**config.mk**
```make
export PLATFORM = sky130hd
export DESIGN_NAME = weight_load_sched
export DESIGN_NICKNAME = d
export VERILOG_FILES = /design/src/rtl/weight_load_sched.sv
export SDC_FILE = /design/constraint.sdc
export NUM_CORES = 1
export LEC_CHECK = 0
export ABC_AREA = 1
export BUFFER_PORTS_ARGS = -buffer_cell sky130_fd_sc_hd__clkbuf_2
export CAP_MARGIN = 5
export CORE_MARGIN = 1
export CORE_UTILIZATION = 50
export DETAILED_ROUTE_END_ITERATION = 10
export PLACE_DENSITY = 0.77
export RECOVER_POWER = 25
export SYNTH_ARGS = -nofsm -noshare
export SYNTH_HDL_FRONTEND = slang
export SYNTH_SLANG_ARGS = --single-unit
```
**constraint.sdc**
```tcl
create_clock -name clk -period 3.15 [get_ports clk]
set_input_delay 0.315 -clock clk [delete_from_list [all_inputs] [get_ports clk]]
set_output_delay 0.315 -clock clk [all_outputs]
set_load 0.01 [all_outputs]
```
**src/rtl/weight_load_sched.sv**
```systemverilog
// Weight-load scheduler: walks a run of filters through load, PE output and
// buffer-free rounds, issuing 8-byte reads under a bounded outstanding window.
package weight_load_sched_pkg;
  typedef enum logic [1:0] {
    MODE1 = 2'd0,
    MODE2 = 2'd1,
    MODE3 = 2'd2,
    MODE4 = 2'd3
  } op_mode_e;
endpackage

// state     | meaning
// ----------+--------------------------------------------------------------
// IDLE      | waiting for start; run parameters latched on start
// LOAD      | issuing reads and counting returned beats into the buffer
// WAIT_PE   | buffer full, holding load enable until the PE array is idle
// OUTPUT    | streaming the filter out of the buffer into the PE array
// WAIT_DONE | output finished, waiting for PE compute completion
// FREE      | one-cycle buffer clear, then next filter or finish
// FINISH    | one-cycle done pulse back to the layer controller
module weight_load_sched
  import weight_load_sched_pkg::*;
#(
  parameter int ADDR_W          = 32,
  parameter int MAX_OUTSTANDING = 4,
  parameter int CNT_W           = 8
) (
  input  logic              clk,
  input  logic              rst_n,
  input  op_mode_e          cur_mode,
  input  logic              start,
  input  logic [ADDR_W-1:0] filter_base_addr,
  input  logic [ADDR_W-1:0] filter_stride,
  input  logic [CNT_W-1:0]  num_filters,
  output logic              mem_rd_req,
  output logic [ADDR_W-1:0] mem_rd_addr,
  input  logic              mem_rd_gnt,
  input  logic              mem_data_valid,
  input  logic              wb_mem_req,
  input  logic              wb_ready_to_output,
  input  logic              wb_finish_output,
  output logic              wb_start_load,
  output logic              wb_output_filter,
  output logic              wb_free,
  input  logic              pe_ready,
  input  logic              pe_compute_done,
  output logic              busy,
  output logic              done,
  output logic [CNT_W-1:0]  filter_idx
);

  localparam int BEAT_W = 7;
  localparam int OUT_W  = $clog2(MAX_OUTSTANDING) + 1;
  localparam logic [OUT_W-1:0] OUT_MAX = OUT_W'(MAX_OUTSTANDING);

  typedef enum logic [2:0] {
    S_IDLE      = 3'd0,
    S_LOAD      = 3'd1,
    S_WAIT_PE   = 3'd2,
    S_OUTPUT    = 3'd3,
    S_WAIT_DONE = 3'd4,
    S_FREE      = 3'd5,
    S_FINISH    = 3'd6
  } state_e;

  state_e              state_q, state_d;
  op_mode_e            mode_q, mode_d;
  logic [ADDR_W-1:0]   cur_addr_q, cur_addr_d;
  logic [ADDR_W-1:0]   stride_q, stride_d;
  logic [CNT_W-1:0]    num_q, num_d;
  logic [CNT_W-1:0]    filter_idx_q, filter_idx_d;
  logic [BEAT_W-1:0]   issued_q, issued_d;
  logic [BEAT_W-1:0]   returned_q, returned_d;
  logic [OUT_W-1:0]    outstanding_q, outstanding_d;
  logic                done_seen_q, done_seen_d;

  logic [BEAT_W-1:0]   beats;
  logic                can_issue;
  logic                grant;
  logic                ret;

  // The buffer's own data request mirrors our issue accounting; not needed here.
  logic unused_wb_mem_req;
  assign unused_wb_mem_req = wb_mem_req;

  always_comb begin
    beats = 7'd11;
    case (mode_q)
      MODE1, MODE2: beats = 7'd88;
      MODE3:        beats = 7'd19;
      default:      beats = 7'd11;
    endcase
  end

  always_comb begin
    state_d          = state_q;
    mode_d           = mode_q;
    cur_addr_d       = cur_addr_q;
    stride_d         = stride_q;
    num_d            = num_q;
    filter_idx_d     = filter_idx_q;
    issued_d         = issued_q;
    returned_d       = returned_q;
    outstanding_d    = outstanding_q;
    done_seen_d      = done_seen_q;
    mem_rd_req       = 1'b0;
    wb_start_load    = 1'b0;
    wb_output_filter = 1'b0;
    wb_free          = 1'b0;
    done             = 1'b0;
    can_issue        = (issued_q < beats) && (outstanding_q < OUT_MAX);
    grant            = 1'b0;
    ret              = 1'b0;

    case (state_q)
      S_IDLE: begin
        if (start) begin
          mode_d        = cur_mode;
          cur_addr_d    = filter_base_addr;
          stride_d      = filter_stride;
          num_d         = num_filters;
          filter_idx_d  = '0;
          issued_d      = '0;
          returned_d    = '0;
          outstanding_d = '0;
          done_seen_d   = 1'b0;
          state_d       = (num_filters == '0) ? S_FINISH : S_LOAD;
        end
      end
      S_LOAD: begin
        wb_start_load = 1'b1;
        mem_rd_req    = can_issue;
        grant         = can_issue && mem_rd_gnt;
        // Beats beyond the filter's count never reach the counters.
        ret           = mem_data_valid && (returned_q < beats) && (outstanding_q != '0);
        if (grant) issued_d = issued_q + BEAT_W'(1);
        if (ret) returned_d = returned_q + BEAT_W'(1);
        outstanding_d = outstanding_q + OUT_W'(grant) - OUT_W'(ret);
        if (wb_ready_to_output && (returned_q == beats)) state_d = S_WAIT_PE;
      end
      S_WAIT_PE: begin
        wb_start_load = 1'b1;
        if (pe_ready) state_d = S_OUTPUT;
      end
      S_OUTPUT: begin
        wb_start_load    = 1'b1;
        wb_output_filter = 1'b1;
        if (pe_compute_done) done_seen_d = 1'b1;
        if (wb_finish_output) state_d = S_WAIT_DONE;
      end
      S_WAIT_DONE: begin
        wb_start_load = 1'b1;
        if (done_seen_q || pe_compute_done) state_d = S_FREE;
      end
      S_FREE: begin
        wb_free       = 1'b1;
        issued_d      = '0;
        returned_d    = '0;
        outstanding_d = '0;
        done_seen_d   = 1'b0;
        if (filter_idx_q == num_q - CNT_W'(1)) begin
          state_d = S_FINISH;
        end else begin
          filter_idx_d = filter_idx_q + CNT_W'(1);
          cur_addr_d   = cur_addr_q + stride_q;
          state_d      = S_LOAD;
        end
      end
      S_FINISH: begin
        done    = 1'b1;
        state_d = S_IDLE;
      end
      default: state_d = S_IDLE;
    endcase
  end

  always_ff @(posedge clk) begin
    if (!rst_n) begin
      state_q       <= S_IDLE;
      mode_q        <= MODE1;
      cur_addr_q    <= '0;
      stride_q      <= '0;
      num_q         <= '0;
      filter_idx_q  <= '0;
      issued_q      <= '0;
      returned_q    <= '0;
      outstanding_q <= '0;
      done_seen_q   <= 1'b0;
    end else begin
      state_q       <= state_d;
      mode_q        <= mode_d;
      cur_addr_q    <= cur_addr_d;
      stride_q      <= stride_d;
      num_q         <= num_d;
      filter_idx_q  <= filter_idx_d;
      issued_q      <= issued_d;
      returned_q    <= returned_d;
      outstanding_q <= outstanding_d;
      done_seen_q   <= done_seen_d;
    end
  end

  // Address only presented while loading so it reads zero everywhere else.
  assign mem_rd_addr = (state_q == S_LOAD)
                     ? cur_addr_q + ADDR_W'({issued_q, 3'b000})
                     : '0;
  assign busy        = (state_q != S_IDLE);
  assign filter_idx  = filter_idx_q;

endmodule

```
Yosys cells after proc, flatten, opt, wreduce, memory -nomap -nowiden. Cells that the tools add are included.

Add/subtract/negate cells: 8. $lt $le $gt $ge: 3. Equal/unequal tests: 19. Mux-type cells: 31. Reduce and logical (&&, ||, !) cells: 23.

Operators by type and width (number): 2-to-1 mux 32 bit (3); case mux 32 bit (2 select lines) (1); case mux 7 bit (3 select lines) (2); adder 32 x 10 -> 32 bit (1); adder 32 bit (1); 2-to-1 mux 3 bit (8); 2-to-1 mux 7 bit (3); inequality test 2 bit, second input constant (9); case mux 3 bit (6 select lines) (1); 2-to-1 mux 8 bit (2); case mux 8 bit (2 select lines) (1); adder 7 x 1 -> 7 bit, second input constant (2); < comparator 7 bit (2); case mux 7 bit (2 select lines) (1); AND reduction 3 bit (4); nonzero test 3 bit (4); == test 3 bit, second input constant (3); case mux 3 bit (3 select lines) (1); adder 8 x 1 -> 8 bit, second input constant (1); == test 8 bit (1); logical NOT 8 bit (1); subtractor 8 x 1 -> 8 bit, second input constant (1); == test 7 bit (1); 2-to-1 mux 1 bit (7); other kinds (17) (23).

Bits in registers: 103. Input bits: 84. Output and inout bits: 46. Word-level logic and storage cells: 94.

Longest topological paths before layout. Gate-level depths: netlist (run 1).

Word-level depth: 9. Mapped depth: 16. Depth with buffers taken out: 16.

Worst setup path after synthesis (run 1). Ideal clock, no wire load.

Path type: register -> register. Start point: register mode_q[1]. End point: register outstanding_q[2]. Library setup time: 0.132 ns. Arrival: 2.307 ns. Required time: 3.018 ns. Path slack: 0.711 ns. Stages on the path, launching flop included: 17. Path buffers: 0. Clock period less this slack: 2.439 ns. Cells stage by stage: dfxtp_1 > inv_1 > nor2_1 > ha_1 > nand3_1 > nor2_1 > o31ai_1 > nand3_1 > inv_1 > ha_1 > inv_1 > ha_1 > inv_1 > fa_1 > xor2_1 > nand2_1 > a21oi_1.

Longest elaborated chain between the ends: 9. Elaborated cells between the ends (all ways): 14. Those cells by class: 2 x add/sub; 2 x order compare; 2 x eq/ne; 2 x mux; 6 x reduce/logical.

Ends and longest elaborated chain: from (decl) (RTL line 67) `op_mode_e mode_q, mode_d;`; from (signal assigned) (RTL line 191) `mode_q <= mode_d;`; == test 2 x 1 -> 1 bit or logical NOT 2 bit (tied branches) (RTL line 88) `case (mode_q)`; OR reduction 2 bit (RTL line 88); case mux 7 bit (2 select lines) * (RTL line 88); < comparator 7 bit (RTL line 111) `can_issue = (issued_q < beats) && (outstanding_q < OUT_MAX);`; logical AND 1 bit (RTL line 111); logical AND 1 bit (RTL line 133) `grant = can_issue && mem_rd_gnt;`; adder 3 x 1 -> 3 bit (RTL line 138) `outstanding_d = outstanding_q + OUT_W'(grant) - OUT_W'(ret);`; subtractor 3 x 1 -> 3 bit * (RTL line 138); case mux 3 bit (3 select lines) * (RTL line 115) `case (state_q)`; to (signal assigned) (RTL line 198) `outstanding_q <= outstanding_d;`; to (decl) (RTL line 74) `logic [OUT_W-1:0] outstanding_q, outstanding_d;`.

Every way passes the cells marked *; elsewhere a longest branch is shown, timed or not. A chain may end at the register's enable or synchronous reset.

Worst setup path after layout (run 1).
Start point: register issued_q[0]. End point: output mem_rd_addr[29].

Longest elaborated chain between the ends: 2.

Ends and longest elaborated chain: from (decl) (RTL line 72) `logic [BEAT_W-1:0] issued_q, issued_d;`; from (signal assigned) (RTL line 196) `issued_q <= issued_d;`; adder 32 x 10 -> 32 bit (RTL line 205) `? cur_addr_q + ADDR_W'({issued_q, 3'b000})`; 2-to-1 mux 32 bit (RTL line 205); to (decl) (RTL line 36) `output logic [ADDR_W-1:0] mem_rd_addr,`.

No other way between the ends.

==> flow_summary_export.csv, run 1 <==
group,metric,value,unit
routing,routed_wirelength,26820,um
floorplanning,initial_core_util,0.5118,
setup_path,cp-start-kind,"flop",
power,power_leakage,0.004823,uW
routing,firstDrtPassIters,5,
place,port_buffers,128,
clock_network,root_buffer,"clkbuf_16",
setup_path,ff2ff_setup_slack,410,ps
sta,fmax,0.3394,GHz
clock_network,clkSinkCount,103,
logic_synthesis,synth_warnings,0,
final_layout,areaGrowthSynthToFinish,12.51,%
sta,skew,12.47,ps
setup_path,critPathArrivalTime,2630,ps
logic_synthesis,synth_area_per_cell,5.806,um^2
power,p_per_area,604.9,nW/um^2
logic_synthesis,synth-seq-cells,103,
floorplanning,ios,130,
routing,wl_per_cell,14.99,um
sta,timing.final.crit_period,2946,ps
sta,relSlewSlack,0.2477,
place,dpl.hpwl,20180,um
global_routing,grt_pass1_wl,43650,um
sta,finalHoldViolCount,0,
clock_network,cts_resized,0,
clock_network,clockBufferDepth,2,
global_routing,grt_max_degree,52,
clock_network,path_clk_slew,80,ps
logic_synthesis,synth_area_leader_cell,"dfxtp_1",
final_layout,final_nets,1702,
logic_synthesis,synth_edf_count,0,
floorplanning,die_w,132.3,um
clock_network,clk_latency,370,ps
sta,tns,0,ps
logic_synthesis,synth.distinct_cells,41,
setup_path,path_class,"reg2out",
logic_synthesis,synth_top_area_share,0.2429,
routing,ant_nets,0,
power,p_sw_frac,0.4758,
global_routing,grt_use_total,0.3134,
global_routing,antenna_found_initial,1,
sta,setup_viol,0,
sta,drv_slew,0,
floorplanning,rows,47,
clock_network,ctsHoldBuffers,0,
power,peakVddDrop,0.5663,mV
setup_path,crit_path_end_kind,"output pin",
power,power_frac_clock,0.198,
clock_network,cts_buffers,9,
routing,vias,9532,
clock_network,cts_tree,"yes",
sta,fin_crit_sh,0.9354,
outcome,status,"complete, no violations",
sta,grt_setup_unrepaired,"no",
routing,drc_errors,0,
power,p_total,5777,uW
final_layout,stdcell_area,9550,um^2
place,gp_congestion,0.9569,
floorplanning,die_area,17500,um^2
global_routing,gr-total-overflow,0,
power,combPwrFrac,0.471,
sta,worst_pin_slew,1128,ps
logic_synthesis,netlist_area,8488,um^2
clock_network,cts_setup_buffers,0,
power,seqPwrFrac,0.331,
logic_synthesis,synth_common_cells,"nand2_1 (469), inv_1 (184), nor2_1 (161)",
final_layout,final_layout_size_suffix_gt1_frac,0.1096,
logic_synthesis,synthFlopType,"dfxtp_1",
logic_synthesis,synthArstFlopShare,0,
final_layout,diodes,0,
place,placed_area,9275,um^2
logic_synthesis,ys_seq_area_frac,0.2429,
setup_path,critPathMaxFanout,6,
clock_network,htreeDepth,3,
logic_synthesis,synth_fp_nets,1600,
logic_synthesis,synth_top_cells_by_area,"dfxtp_1 (24%), nand2_1 (21%), inv_1 (8.1%), nand3_1 (7.7%), ha_1 (7.5%)",
floorplanning,die_h,132.3,um
routing,viasPerCell,5.328,
floorplanning,core,16580,um^2
logic_synthesis,synth_cells,1462,
power,netSwitchingPower,2749,uW
power,internal_power,3028,uW
global_routing,grt_pass1_vias,8815,
setup_path,cp.required,2830,ps
job,cap_viol_max_count,0,
logic_synthesis,synth.most_common_cell,"nand2_1",
routing,drtIter0Drc,760,
min_path,hold_class,"in2reg",
kinds of logic (layout without fill, tap and decap cells):
kind of cell / count (synthesis) / after routing / synth area share
XOR/XNOR: 30 / 30 / 0.03258
adder cells (fa/ha/maj): 54 / 54 / 0.08225
AND/OR/NAND/NOR: 844 / 844 / 0.4144
buffers and inverters: 237 / 344 / 0.1082
AO/OA/AOI/OAI: 194 / 194 / 0.1197
flip-flops: 103 / 103 / 0.2429
sequential cells by signal, indices dropped and copies added, names as in the netlist:
signal	flops
cur_addr_q	32
done_seen_q	1
filter_idx	8
issued_q	7
mode_q	2
num_q	8
outstanding_q	3
returned_q	7
state_q	3
stride_q	32
cell type report:
cell class	instances	area (um^2)
well taps	220	275.3
inverters	191	719.4
fillers	1741	7033
multi-input cells	1122	5514
flip-flops and latches	103	2062
clock buffers	9	225.2
clock inverters	7	62.56
repair buffers	137	691.9
through the flow:
step | setup WS (ps) | util | instances | hold WS [ps]
after detailed placement | 412.9 | 0.5593 | 1773 | 462.4
after floorplan | 710.6 | - | 1462 | 444.7
final | 203.6 | 0.5759 | 1789 | 196.9
after global routing | 22.84 | 0.5759 | 1789 | 214.9
after CTS | 170.5 | 0.5767 | 1789 | 198.5
after global placement | 491.7 | 0.5593 | 1773 | 454.4
power groups by stage:
stage | sequential [uW] | combinational (uW) | clock (uW)
floorplan | 1790 | 2020 | 0
finish | 1910 | 2720 | 1140
detailed placement | 1930 | 2680 | 0
global placement | 1930 | 2620 | 0
global route | 1940 | 3060 | 1200
CTS | 1910 | 2700 | 1150
cells in the final DEF (no fill, tap or decap), types with 8 or more instances in the layout:
master | Yosys | layout
a21oi_1 | 127 | 126
buf_4 | 1 | 8
clkbuf_1 | 35 | 11
clkbuf_16 | 0 | 9
clkbuf_2 | 0 | 118
dfxtp_1 | 103 | 103
ha_1 | 51 | 51
inv_1 | 184 | 184
nand2_1 | 469 | 469
nand3_1 | 131 | 131
nand4_1 | 20 | 20
nor2_1 | 161 | 160
nor3_1 | 32 | 32
o21ai_0 | 55 | 55
or2_2 | 13 | 13
xnor2_1 | 12 | 12
xor2_1 | 17 | 17
worst paths after layout:
kind | start | to | cells past startpoint
setup / recovery | issued_q[0] | mem_rd_addr[29] | 12
hold / removal | filter_stride[12] | stride_q[12] | 3
setup reg to reg | mode_q[1] | outstanding_q[2] | 16
hold reg to reg | stride_q[12] | stride_q[12] | 2
critical path: stages (launching register included):
cell and delay (ps):
dfxtp_1 380, ha_1 230, fa_1 420, nand3_1 110, nand3_1 180, a21oi_2 230, nor2_1 80, nand2_1 100
nor2_2 70, nand4_1 70, nand2_1 50, a21oi_1 180, clkbuf_2 170
per-layer routing:
metal | track usage | vias up | wire [um]
li1 | - | 4880 | -
met3 | 0.03806 | 45 | 1947
met4 | 0.1226 | 0 | 892
met1 | 0.4091 | 4240 | 12150
met5 | 0 | - | 0
met2 | 0.5265 | 367 | 11840
Note: power is estimated with default switching activity, not from simulation.
==> run 2: changes to the inputs <==
- RECOVER_POWER: 25 -> default
==> flow_summary_export.csv, run 2 (synthesis gave the netlist of run 1 again) <==
group,metric,value,unit
setup_path,r2r-start,"mode_q[1]",
routing,vias,9537,
floorplanning,die_h,132.3,um
clock_network,ctsHoldBuffers,0,
sta,fin_crit_sh,0.9373,
sta,fmax,0.3387,GHz
sta,setup_viol,0,
power,peakVddDrop,0.5823,mV
setup_path,path_cells,"ha_1 > fa_1 > nand3_1 > nand3_1 > a21oi_2 > nor2_1 > nand2_1 > nor2_2 > nand4_1 > nand2_1 > a21oi_1 > clkbuf_2",
power,combPwrFrac,0.472,
setup_path,path_buf_inv,1,
floorplanning,rows,47,
setup_path,critPathArrivalTime,2640,ps
sta,drv_slew,0,
setup_path,crit_path_end_kind,"output pin",
sta,skew,12.44,ps
global_routing,antenna_found_initial,1,
setup_path,critPathMaxFanout,6,
setup_path,path_class,"reg2out",
clock_network,cts_buffers,9,
sta,tns,0,ps
floorplanning,ios,130,
setup_path,cp_slowest_cell,"fa_1",
power,netSwitchingPower,2751,uW
setup_path,ff2ff_setup_slack,410,ps
clock_network,htreeDepth,3,
clock_network,clk_latency,360,ps
clock_network,path_clk_slew,80,ps
place,port_buffers,128,
global_routing,gr-total-overflow,0,
routing,routed_wirelength,26820,um
setup_path,r2r_end,"outstanding_q[2]",
floorplanning,initial_core_util,0.5118,
power,p_per_area,604.6,nW/um^2
power,p_sw_frac,0.4756,
sta,grt_setup_unrepaired,"no",
final_layout,diodes,0,
outcome,status,"complete, no violations",
clock_network,clockBufferDepth,2,
power,seqPwrFrac,0.330,
final_layout,areaGrowthSynthToFinish,12.74,%
sta,finalHoldViolCount,0,
job,cap_viol_max_count,0,
min_path,holdCritStartpoint,"filter_stride[12]",
final_layout,fill_cells,1731,
setup_path,cp.required,2830,ps
sta,timing.final.crit_period,2953,ps
final_layout,reg_top3,"cur_addr_q (32), stride_q (32)",
power,power_frac_clock,0.198,
place,dpl.hpwl,20180,um
clock_network,root_buffer,"clkbuf_16",
power,power_leakage,0.004861,uW
floorplanning,core,16580,um^2
min_path,hold_class,"in2reg",
min_path,hold_depth,3,
global_routing,grt_pass1_vias,8815,
sta,layout_setup_ws,197.4,ps
routing,wl_per_cell,14.99,um
clock_network,clkSinkCount,103,
routing,drtIter0Drc,736,
sta,worst_pin_slew,981.8,ps
floorplanning,die_area,17500,um^2
final_layout,final_common_cell,"nand2_1",
min_path,whs_endpoint,"stride_q[12]",
setup_path,cp-start-kind,"flop",
place,dp_slack,412.9,ps
setup_path,critical_path.top_delay_family,"simple AND/OR/NAND/NOR gates",
routing,firstDrtPassIters,5,
routing,viasPerCell,5.331,
setup_path,slowest_delay,420,ps
final_layout,final_nets,1702,
power,internal_power,3034,uW
final_layout,final_layout_size_suffix_gt1_frac,0.1179,
global_routing,grt_pass1_wl,43650,um
clock_network,cts_tree,"yes",
place,gp_congestion,0.9569,
setup_path,rr_worst_depth,16,
global_routing,grt_use_total,0.3134,
sta,relSlewSlack,0.3447,
global_routing,grt_max_degree,52,
routing,drc_errors,0,
final_layout,layout_common_cells,"nand2_1 (468), inv_1 (183), nor2_1 (160), nand3_1 (131), clkbuf_2 (128)",
floorplanning,die_w,132.3,um
routing,ant_nets,0,
-- run 2: layer usage --
metal | share of wire | global-route usage | routed length [um]
met5 | 0 | 0 | 0
met4 | 0.033 | 0.1226 | 882
met3 | 0.067 | 0.03806 | 1798
met2 | 0.44 | 0.5265 | 11910
met1 | 0.46 | 0.4091 | 12230
-- run 2: power by group through the flow --
stage	clock, uW	sequential (uW)	combinational, uW
final	1140	1910	2730
after floorplan	0	1790	2020
after global placement	0	1930	2620
after CTS	1150	1910	2700
after detailed placement	0	1930	2680
after global routing	1200	1940	3070
-- run 2: metrics by stage --
stage               area [um^2]  total power [uW]    util  instances  hold WS [ps]
global placement           9275              4544  0.5593       1773         454.4
finish                     9569              5785  0.5770       1789         198.2
global route               9569              6213  0.5770       1789         214.9
floorplan                  8488              3811       -       1462         444.7
detailed placement         9275              4612  0.5593       1773         462.4
CTS                        9563              5753  0.5767       1789         198.5
-- run 2: cell type report --
cell class                      instances  area, um^2  share of cell area
Timing Repair Buffer                  137       708.2             0.07401
Inverter                              191       719.4             0.07518
Tap cell                              220       275.3             0.02877
Clock inverter                          7       62.56            0.006538
Sequential cell                       103        2062              0.2155
Multi-Input combinational cell       1122        5517              0.5765
Clock buffer                            9       225.2             0.02354
-- run 2: worst max path at each step --
| stage | start | depth (start not counted) | to | slack [ps] |
|---|---|---|---|---|
| 2_1_floorplan | mode_q[1] | 16 | outstanding_q[2] | 710 |
| 3_3_place_gp | mode_q[1] | 16 | outstanding_q[2] | 490 |
| 3_5_place_dp | mode_q[1] | 16 | outstanding_q[2] | 410 |
| 4_1_cts | issued_q[0] | 11 | mem_rd_addr[29] | 170 |
| 5_1_grt | issued_q[0] | 11 | mem_rd_addr[29] | 20 |
| 6_report | issued_q[0] | 12 | mem_rd_addr[29] | 200 |
-- run 2: repair_timing --
action,CTS,global route
buffers inserted,0,0
resized for setup,0,2
endpoints found under the setup margin,0,2
-- run 2: worst register-to-register path, stage by stage (launching register included) --
cell and delay, ps:
dfxtp_1 430, inv_1 130, nor2_1 170, ha_1 260, nand3_1 80, nor2_1 60
o31ai_1 70, nand3_1 180, inv_1 90, ha_1 230, inv_1 60, ha_1 130
inv_1 50, fa_1 380, xor2_1 170, nand2_1 60, a21oi_1 140
==> run 3: changes to the inputs <==
- PLACE_DENSITY: 0.77 -> 0.68
==> flow_summary_export.csv, run 3 (synthesis gave the netlist of run 1 again) <==
group,metric,value,unit
outcome,status,"complete, no violations",
sta,timing.final.crit_period,2961,ps
power,peakVddDrop,0.5668,mV
routing,routed_wirelength,26730,um
power,p_per_area,607.9,nW/um^2
global_routing,gr-total-overflow,0,
sta,skew,11.13,ps
job,cap_viol_max_count,0,
clock_network,ctsHoldBuffers,0,
sta,setup_viol,0,
final_layout,final_layout_size_suffix_gt1_frac,0.1172,
final_layout,stdcell_area,9604,um^2
setup_path,path_class,"reg2out",
min_path,hold_depth,3,
global_routing,grt_use_met3,0.04806,
setup_path,crit_path_end_kind,"output pin",
clock_network,clockBufferDepth,2,
routing,viasPerCell,5.268,
floorplanning,ios,130,
setup_path,worstSetupStartpoint,"cur_addr_q[3]",
final_layout,reg_top3,"cur_addr_q (32), stride_q (32)",
setup_path,rr_worst_depth,16,
clock_network,root_buffer,"clkbuf_16",
setup_path,r2r_end,"outstanding_q[2]",
clock_network,cts_buffers,9,
place,dpl.hpwl,20220,um
sta,drv_slew,0,
global_routing,grt_max_degree,52,
power,netSwitchingPower,2724,uW
global_routing,use_met1,0.4223,
setup_path,cp-start-kind,"flop",
sta,fin_crit_sh,0.9399,
global_routing,use_met2,0.5126,
sta,fmax,0.3377,GHz
final_layout,diodes,0,
global_routing,antenna_found_initial,0,
global_routing,grt_pass1_vias,8621,
setup_path,critPathArrivalTime,2650,ps
setup_path,critPathMaxFanout,5,
routing,vias,9430,
place,port_buffers,128,
routing,drtIter0Drc,589,
power,internal_power,3114,uW
power,power_leakage,0.004878,uW
clock_network,clkSinkCount,103,
sta,tns,0,ps
global_routing,grt_pass1_wl,43370,um
routing,firstDrtPassIters,5,
power,power_frac_clock,0.206,
final_layout,layout_common_cells,"nand2_1 (468), inv_1 (183), nor2_1 (160), nand3_1 (131), clkbuf_2 (128)",
min_path,holdCritStartpoint,"filter_stride[14]",
sta,finalHoldViolCount,0,
floorplanning,rows,47,
global_routing,grt_busiest_layer,"met2",
final_layout,areaGrowthSynthToFinish,13.15,%
floorplanning,initial_core_util,0.5118,
sta,worst_pin_slew,693.0,ps
clock_network,path_clk_slew,80,ps
final_layout,final_nets,1703,
routing,wl_per_cell,14.94,um
min_path,hold_class,"in2reg",
sta,grt_setup_unrepaired,"no",
floorplanning,core,16580,um^2
setup_path,r2r-start,"mode_q[1]",
global_routing,grt_use_total,0.3138,
floorplanning,die_h,132.3,um
final_layout,fin_util,0.5791,
floorplanning,die_area,17500,um^2
clock_network,cts_tree,"yes",
setup_path,ff2ff_setup_slack,360,ps
sta,worst_hold_slack,190.5,ps
power,p_sw_frac,0.4666,
power,seqPwrFrac,0.327,
min_path,whs_endpoint,"stride_q[14]",
place,placed_area,9295,um^2
routing,ant_nets,0,
final_layout,final_common_cell,"nand2_1",
setup_path,cp.required,2830,ps
sta,relSlewSlack,0.5374,
clock_network,htreeDepth,3,
power,combPwrFrac,0.467,
place,gp_congestion,0.9615,
routing,drc_errors,0,
floorplanning,die_w,132.3,um
clock_network,clk_latency,370,ps
-- run 3: power by group through the flow --
stage                     clock (uW)  sequential (uW)  combinational [uW]
after floorplan                    0             1790                2020
after global placement             0             1930                2660
after detailed placement           0             1930                2700
after CTS                       1220             1900                2710
after global routing            1260             1940                3090
final                           1200             1910                2730
-- run 3: worst max-delay path by stage --
stage | to | slack (ps) | cells after the start
after floorplan | outstanding_q[2] | 710 | 16
after global placement | outstanding_q[2] | 420 | 16
after detailed placement | outstanding_q[2] | 370 | 16
after CTS | mem_rd_addr[29] | 210 | 12
after global routing | mem_rd_addr[29] | 10 | 12
final | mem_rd_addr[29] | 190 | 12
-- run 3: worst max-delay path, cell delays in order (launching register included) --
cell and delay (ps):
dfxtp_1 380, ha_1 250, fa_1 410, nand3_1 90
nand3_1 160, a21oi_1 270, nor2_1 100, nand2_1 90
nor2_1 80, nand4_1 80, nand2_1 50, a21oi_1 150
clkbuf_2 160
-- run 3: area by class of cell --
class                   count  area, um^2
repair buffers            138       728.2
well taps                 220       275.3
clock inverters             6       77.57
flip-flops and latches    103        2062
multi-input cells        1122        5513
fillers                  1801        6979
inverters                 191       719.4
clock buffers              10       229.0
-- run 3: per-stage QoR --
step,total power (uW),std cells,worst slack (ps)
3_5_place_dp,4632,1774,373.7
3_3_place_gp,4590,1774,421.3
4_1_cts,5834,1790,214.8
6_report,5838,1790,189.2
5_1_grt,6288,1790,13.37
2_1_floorplan,3811,1462,710.6
-- run 3: layer usage --
layer | part of all wire | up-vias
li1 | - | 4867
met1 | 0.47 | 4202
met2 | 0.44 | 317
met3 | 0.065 | 44
met4 | 0.031 | 0
met5 | 0 | -
-- run 3: timing repair --
| action | in CTS | in global routing |
|---|---|---|
| gates resized for setup | 0 | 1 |
| endpoints found under the setup margin | 0 | 1 |
| buffers inserted | 0 | 0 |
